===== src/rtl/cache_fm_ctrl.sv =====
// Far-memory controller: buffers fills and dirty evictions, issues them in order to a
// line-wide memory port, and pairs in-order read data with the requesting TQ id.
module cache_fm_ctrl #(
    parameter int REQ_DEPTH       = 4,
    parameter int MAX_OUTSTANDING = 8,
    localparam int RPW = $clog2(REQ_DEPTH),
    localparam int TPW = $clog2(MAX_OUTSTANDING)
) (
    input  logic           clk,
    input  logic           rst_n,
    input  logic           fm_req_valid,
    input  logic [2:0]     fm_req_tq_id,
    input  logic [19:0]    fm_req_address,
    input  logic [127:0]   fm_req_data,
    input  logic [1:0]     fm_req_opcode,
    output logic           fm_req_ready,
    output logic           mem_req_valid,
    input  logic           mem_req_ready,
    output logic           mem_req_wr,
    output logic [15:0]    mem_req_cl_addr,
    output logic [127:0]   mem_req_wdata,
    input  logic           mem_rsp_valid,
    input  logic [127:0]   mem_rsp_data,
    output logic           fm_rd_rsp_valid,
    output logic [2:0]     fm_rd_rsp_tq_id,
    output logic [127:0]   fm_rd_rsp_data,
    output logic [TPW:0]   outstanding_cnt,
    output logic           err_sticky
);

    typedef struct packed {
        logic         wr;
        logic [2:0]   tq;
        logic [15:0]  cl;
        logic [127:0] data;
    } req_t;

    req_t       req_mem [REQ_DEPTH];
    logic [2:0] tag_mem [MAX_OUTSTANDING];

    logic [RPW:0]   req_wr_ptr_q, req_wr_ptr_d, req_rd_ptr_q, req_rd_ptr_d;
    logic [TPW:0]   tag_wr_ptr_q, tag_wr_ptr_d, tag_rd_ptr_q, tag_rd_ptr_d;
    logic [TPW:0]   cnt_q, cnt_d;
    logic           err_q, err_d;
    logic           rsp_valid_q, rsp_valid_d;
    logic [2:0]     rsp_tq_q, rsp_tq_d;
    logic [127:0]   rsp_data_q, rsp_data_d;

    logic           req_empty, req_full, tag_empty, tag_full;
    logic           req_push, issue_valid, issue, rd_issue, rsp_hit;
    req_t           req_head, req_new;
    logic           unused_addr_bits;

    assign unused_addr_bits = ^fm_req_address[3:0];

    always_comb begin
        req_empty    = (req_wr_ptr_q == req_rd_ptr_q);
        req_full     = ((req_wr_ptr_q ^ req_rd_ptr_q) == {1'b1, {RPW{1'b0}}});
        tag_empty    = (tag_wr_ptr_q == tag_rd_ptr_q);
        tag_full     = ((tag_wr_ptr_q ^ tag_rd_ptr_q) == {1'b1, {TPW{1'b0}}});
        req_head     = req_mem[req_rd_ptr_q[RPW-1:0]];

        // opcode bit0 marks a real request (01 evict, 11 fill); bit1 clear means write
        req_push     = fm_req_valid & ~req_full & fm_req_opcode[0];
        req_new.wr   = ~fm_req_opcode[1];
        req_new.tq   = fm_req_tq_id;
        req_new.cl   = fm_req_address[19:4];
        req_new.data = fm_req_opcode[1] ? '0 : fm_req_data;

        // tag_full is the pre-pop view, so a same-cycle response cannot unblock a read
        issue_valid  = ~req_empty & (req_head.wr | ~tag_full);
        issue        = issue_valid & mem_req_ready;
        rd_issue     = issue & ~req_head.wr;
        rsp_hit      = mem_rsp_valid & ~tag_empty;

        req_wr_ptr_d = req_wr_ptr_q + {{RPW{1'b0}}, req_push};
        req_rd_ptr_d = req_rd_ptr_q + {{RPW{1'b0}}, issue};
        tag_wr_ptr_d = tag_wr_ptr_q + {{TPW{1'b0}}, rd_issue};
        tag_rd_ptr_d = tag_rd_ptr_q + {{TPW{1'b0}}, rsp_hit};

        cnt_d = cnt_q;
        case ({rd_issue, rsp_hit})
            2'b10:   cnt_d = cnt_q + 1'b1;
            2'b01:   cnt_d = cnt_q - 1'b1;
            default: cnt_d = cnt_q;
        endcase

        err_d = err_q | (fm_req_valid & (fm_req_opcode == 2'b10)) | (mem_rsp_valid & tag_empty);

        rsp_valid_d = rsp_hit;
        rsp_tq_d    = rsp_hit ? tag_mem[tag_rd_ptr_q[TPW-1:0]] : rsp_tq_q;
        rsp_data_d  = rsp_hit ? mem_rsp_data : rsp_data_q;
    end

    always_ff @(posedge clk) begin
        if (req_push) req_mem[req_wr_ptr_q[RPW-1:0]] <= req_new;
        if (rd_issue) tag_mem[tag_wr_ptr_q[TPW-1:0]] <= req_head.tq;
    end

    always_ff @(posedge clk or negedge rst_n) begin
        if (!rst_n) begin
            req_wr_ptr_q <= '0;
            req_rd_ptr_q <= '0;
            tag_wr_ptr_q <= '0;
            tag_rd_ptr_q <= '0;
            cnt_q        <= '0;
            err_q        <= 1'b0;
            rsp_valid_q  <= 1'b0;
            rsp_tq_q     <= '0;
            rsp_data_q   <= '0;
        end else begin
            req_wr_ptr_q <= req_wr_ptr_d;
            req_rd_ptr_q <= req_rd_ptr_d;
            tag_wr_ptr_q <= tag_wr_ptr_d;
            tag_rd_ptr_q <= tag_rd_ptr_d;
            cnt_q        <= cnt_d;
            err_q        <= err_d;
            rsp_valid_q  <= rsp_valid_d;
            rsp_tq_q     <= rsp_tq_d;
            rsp_data_q   <= rsp_data_d;
        end
    end

    assign fm_req_ready    = ~req_full;
    assign mem_req_valid   = issue_valid;
    assign mem_req_wr      = req_head.wr;
    assign mem_req_cl_addr = req_head.cl;
    assign mem_req_wdata   = req_head.wr ? req_head.data : '0;
    assign fm_rd_rsp_valid = rsp_valid_q;
    assign fm_rd_rsp_tq_id = rsp_tq_q;
    assign fm_rd_rsp_data  = rsp_data_q;
    assign outstanding_cnt = cnt_q;
    assign err_sticky      = err_q;

endmodule


===== config.mk =====
export PLATFORM = sky130hd
export DESIGN_NAME = cache_fm_ctrl
export DESIGN_NICKNAME = d
export VERILOG_FILES = /design/src/rtl/cache_fm_ctrl.sv
export SDC_FILE = /design/constraint.sdc
export NUM_CORES = 1
export LEC_CHECK = 0
export CORE_ASPECT_RATIO = 0.5
export CORE_MARGIN = 2
export CORE_UTILIZATION = 53
export CTS_CLUSTER_DIAMETER = 150
export DETAILED_ROUTE_END_ITERATION = 8
export GPL_TIMING_DRIVEN = 1
export HOLD_SLACK_MARGIN = 0.15
export PLACE_DENSITY = 0.85
export SLEW_MARGIN = 25
export SYNTH_ARGS = -nofsm -noshare
export SYNTH_HDL_FRONTEND = slang
export SYNTH_SLANG_ARGS = --single-unit

===== constraint.sdc =====
create_clock -name clk -period 18.94 [get_ports clk]
set_input_delay 3.788 -clock clk [delete_from_list [all_inputs] [get_ports clk]]
set_output_delay 3.788 -clock clk [all_outputs]
set_load 0.02 [all_outputs]

Word-level counts from Yosys, hierarchy flattened
Memories as Yosys holds them, arrays and structs flattened. A register that Yosys moved wholly into a read port is not among the register bits.
Cells that the tools add are included.
{"block": "totals", "ff_bits": 148, "ram_bits": 616, "in_bits": 286, "output_inout_bits": 284, "word_cells": 51, "n_memories": 2}
{"name": "req_mem", "words": 4, "word_bits": 148, "rd": 1, "rd_ports_with_merged_regs": 0, "write_ports": 1, "line_no": "38", "source": "req_t req_mem [REQ_DEPTH];"}
{"name": "tag_mem", "words": 8, "word_bits": 3, "rd": 1, "rd_ports_with_merged_regs": 1, "write_ports": 1, "line_no": "39", "source": "logic [2:0] tag_mem [MAX_OUTSTANDING];"}
{"block": "op_classes", "addsub": 6, "n_eq_ne": 7, "n_mux": 7, "bitwise_logic": 19, "n_reduce_logical": 2}
{"cell": "$mux W128", "n": 2}
{"cell": "$add A4 B1 Y4", "n": 2}
{"cell": "$and A1 B1 Y1", "n": 8}
{"cell": "$pmux W4 S2", "n": 1}
{"cell": "$add A3 B1 Y3", "n": 2}
{"cell": "$not A1 Y1", "n": 6}
{"cell": "$add A4 B1 Y4 const B", "n": 1}
{"cell": "$eq A2 B2 Y1 const B", "n": 2}
{"cell": "$eq A4 B4 Y1", "n": 1}
{"cell": "$eq A4 B4 Y1 const B", "n": 1}
{"cell": "$mux W1", "n": 4}
{"cell": "$sub A4 B1 Y4 const B", "n": 1}
{"cell": "$xor A4 B4 Y4", "n": 1}
{"cell": "$eq A3 B3 Y1", "n": 1}
{"cell": "$eq A3 B3 Y1 const B", "n": 1}
{"cell": "$or A1 B1 Y1", "n": 3}
{"cell": "$xor A3 B3 Y3", "n": 1}
{"cell": "$eq A2 B1 Y1 const B", "n": 1}
{"cell": "$reduce_bool A2 Y1", "n": 1}
{"cell": "$logic_not A1 Y1", "n": 1}

Longest topological paths before layout
{"block": "logic_depth", "ltp_word": 9, "depth_mapped": 13}

Worst setup path before layout
Ideal clock, no wire load.
{"block": "synth_timing", "path_type": "input -> register", "start": "input port fm_req_opcode[0]", "end": "memory req_mem[0][0] (netlist name) (enable)", "arrival_ns": 14.699, "required_ns": 18.073, "slack_ns": 3.374, "stages": 2, "path_buffers": 0, "path_cell_list": "and3_1 nor3b_1"}
{"block": "synth_between", "elab_chain_len": 3}
{"element": "start: declaration", "line_no": "15", "source": "input logic [1:0] fm_req_opcode,"}
{"element": "$and A1 B1 Y1", "line_no": "64", "source": "req_push = fm_req_valid & ~req_full & fm_req_opcode[0];"}
{"element": "$mux W1", "line_no": "96", "source": "if (req_push) req_mem[req_wr_ptr_q[RPW-1:0]] <= req_new;"}
{"element": "$mux W1 (implied by the code)", "line_no": "96"}
{"element": "end: declaration", "line_no": "38"}
Every way passes these cells.

Worst setup path in the final report
{"block": "layout_timing", "start": "register req_rd_ptr_q[1]", "end": "output port mem_req_wdata[13]"}
{"block": "layout_between", "elab_chain_len": 2}
{"element": "start: declaration", "line_no": "41", "source": "logic [RPW:0] req_wr_ptr_q, req_wr_ptr_d, req_rd_ptr_q, req_rd_ptr_d;"}
{"element": "start signal: assignment", "line_no": "113", "source": "req_rd_ptr_q <= req_rd_ptr_d;"}
{"element": "$mem_v2 Z4 W148"}
{"element": "$mux W128", "line_no": "128", "source": "assign mem_req_wdata = req_head.wr ? req_head.data : '0;"}
{"element": "end: declaration", "line_no": "21", "source": "output logic [127:0] mem_req_wdata,"}
Every way passes these cells.

==> summary.md <==
| Metric | Value |
|---|---|
| Run status | `completed` |
| Pre-Repair DR Iteration Count | `5` |
| Clock sinks | `767` |
| Crit path capture | `mem_req_wdata[13]` |
| Asr flop ratio synth | `19.7%` |
| Critical path arrival | `4.32 ns` |
| Final min period | `8.11 ns` |
| First-pass GRT wire length | `100000 um` |
| Wl on met1 | `24000 um` |
| Setup TNS | `0 ns` |
| NumNets Final | `2337` |
| IO Pins | `570` |
| GPL Wtd Cong | `0.767` |
| Fmax | `123 MHz` |
| Unique masters post-synth | `35` |
| Worst setup SP type | `flop` |
| Vias per cell | `5.54` |
| Total CTS buffers | `68` |
| Total gr overflow | `0` |
| Cells on worst reg2reg path | `7` |
| Clock Skew | `0.0233 ns` |
| Sequential area share after synthesis | `74.5%` |
| Mapped Nets | `1783` |
| Routed WL | `69500 um` |
| Flop-to-flop setup slack | `13.61 ns` |
| Largest net degree at the start of global routing | `134` |
| RSZ-0062 raised after global routing | `false` |
| CP max stage cell | `buf_4` |
| Max Transition Viols Final | `0` |
| Clock buffer depth | `3` |
| P_leak | `13.1 nW` |
| Die Height | `172 um` |
| Launch point of the worst path | `req_rd_ptr_q[1]` |
| Row cnt | `61` |
| Final antenna-violating net count | `0` |
| # setup viols final | `0` |
| Area added between synthesis and finish | `28.0%` |
| Area of the core | `55600 um2` |
| Most frequent cells in the layout | `edfxtp_1 (616), clkdlybuf4s50_1 (563), mux4_2 (153), dfrtp_1 (149), nor2b_1 (132)` |
| Share of layout cells above drive strength 1 | `16.8%` |
| CTS tree | `yes` |
| Met2 WL | `38400 um` |
| PostCTS Resize Cnt | `0` |
| Vias | `15848` |
| Met3 WL post-DR | `3700 um` |
| Syn avg cell area | `20.1 um2` |
| Required @ worst endpoint | `15.15 ns` |
| Die W | `340 um` |
| Cell repeated most along the worst path | `buf_4` |
| Max Cap Viol | `0` |
| Worst VDD drop | `0.126 mV` |
| Setup Crit Path Kind | `reg2out` |
| Pwr dens | `152 nW/um2` |
| Synth warn | `0` |
| Final hold vios | `0` |
| H-Tree Depth | `3` |
| Critical Path Sink Type | `primary output` |
| CP max stage delay | `0.89 ns` |
| Synth Cell Area | `29900 um2` |
| Flops & latches, synth | `767` |
| Die ar. | `58500 um2` |
| Tot Pwr | `5.84 mW` |
| Worst-path clk slew | `0.06 ns` |
| Commonest non-fill, non-tap cell in the layout | `edfxtp_1` |
| Post-synth EDFFs | `616` |
| Vias in the first global route | `16546` |
| Reg-to-Reg End | `req_mem[2][107]` |
| Slew @ Worst Pin | `1.04 ns` |
| Reg-to-Reg Start | `req_rd_ptr_q[0]` |
| Post-synthesis cell count | `1486` |
| DRC violations left | `0` |
| Post-synth top flop | `edfxtp_1` |
| Post-CTS setup repair buffer count | `0` |
| Post-DP HPWL | `41500 um` |
| Top layer in use | `met4` |
| DR WL/cell | `24.3 um` |
| Min-delay worst type | `reg2reg` |
| Antenna violations before repair | `20` |
| Global-route usage over all layers | `22.9%` |
| Hold_buf cts | `0` |
| Fillers | `3363` |
| DR iter-0 viols | `1224` |
| Worst relative slew slack | `30.7%` |
| Tcrit/Tclk final | `42.8%` |
| Max FO, Critical Path | `68` |
| CTS root buffer | `clkbuf_16` |
| Cells along the critical path | `buf_4 > buf_4 > mux4_2 > and2_1 > clkdlybuf4s50_1` |
| Initial Utilization | `53.8%` |
| Skew-Pair Late Insertion Delay | `0.59 ns` |
| Port bufs | `565` |
-- state kept, by name, summed over array words and instances, names as in the netlist --
signal           flops
tag_rd_ptr_q         4
fm_rd_rsp_tq_id      3
outstanding_cnt      4
req_mem            592
req_wr_ptr_q         3
fm_rd_rsp_valid      1
fm_rd_rsp_data     128
tag_wr_ptr_q         4
req_rd_ptr_q         3
tag_mem             24
err_sticky           1
-- worst max-delay path: cells and delay by family, from the launching register on --
family | cells | cell delay, ns
buffers and inverters | 3 | 2.24
flip-flops | 1 | 0.78
multiplexers | 1 | 0.44
AND/OR/NAND/NOR | 1 | 0.19
-- worst min-delay path by stage --
stage / end / from / cells past startpoint
2_1_floorplan: req_wr_ptr_q[2] / req_wr_ptr_q[2] / 1
3_3_place_gp: err_sticky / err_sticky / 1
3_5_place_dp: err_sticky / err_sticky / 1
4_1_cts: outstanding_cnt[3] / outstanding_cnt[3] / 1
5_1_grt: outstanding_cnt[3] / outstanding_cnt[3] / 1
6_report: err_sticky / err_sticky / 1
-- per-layer routing --
metal,track usage [%],vias to the layer above
met2,41.6,609
met1,25.8,8192
met5,0,-
li1,-,6884
met4,12.9,0
met3,4.20,163
-- cells by family after synthesis --
logic type                 after synthesis  share of synthesized area, %
and+or+nand+nor                        290                          6.04
DFF                                    767                          74.5
muxes                                  286                          16.5
xor gates and xnor gates                19                         0.556
adders and majority gates               11                         0.460
buffers and inverters                  102                          1.65
AOI/OAI and AO/OA                       11                         0.297
-- synth_stat cells (2+ instances only) --
library cell	count	area [um2]
nor4b_1	3	26.3
clkbuf_1	50	188
mux2i_1	3	30.0
mux2_1	43	484
ha_1	11	138
buf_1	2	7.51
nand3_1	3	15.0
o21ai_0	3	15.0
buf_4	21	158
a31oi_1	3	18.8
nor2_1	5	18.8
and2_1	128	801
buf_2	25	125
nor4_1	2	12.5
nand2_1	5	18.8
xor2_1	12	105
mux4_2	154	3470
nand3b_1	3	22.5
xnor2_1	7	61.3
a21oi_1	2	10.0
inv_1	4	15.0
dfrtp_1	151	3780
mux2_2	86	968
nor2b_1	132	826
and3_1	2	12.5
edfxtp_1	616	18500
and3b_1	2	17.5
-- report_power, final --
group | internal (mW) | leakage [nW] | switching [mW]
combinational | 1.10 | 4.69 | 1.14
sequential | 2.14 | 7.42 | 0.171
clock | 0.703 | 0.982 | 0.577
-- area by class of cell --
cell class              instances  area (um2)  share of cell area, %
inverters                       4        15.0                 0.0392
clock inverters                24         145                  0.379
repair buffers                582        5820                   15.2
multi-input cells             617        7170                   18.7
flip-flops and latches        767       22300                   58.2
clock buffers                  92        1860                   4.87
diodes                         20        50.0                  0.131
well taps                     756         946                   2.47
-- stage by stage --
step	worst slack, ns	hold slack (ns)	utilization, %	cells	area, um2
6_report	10.83	0.474	68.8	2862	38300
5_1_grt	10.70	0.493	68.8	2861	38300
4_1_cts	10.83	0.475	68.7	2841	38200
3_5_place_dp	11.48	0.452	65.1	2725	36200
3_3_place_gp	11.45	0.451	65.1	2725	36200
2_1_floorplan	3.37	0.462	-	1486	29900
Note: power is estimated with default switching activity, not from simulation.
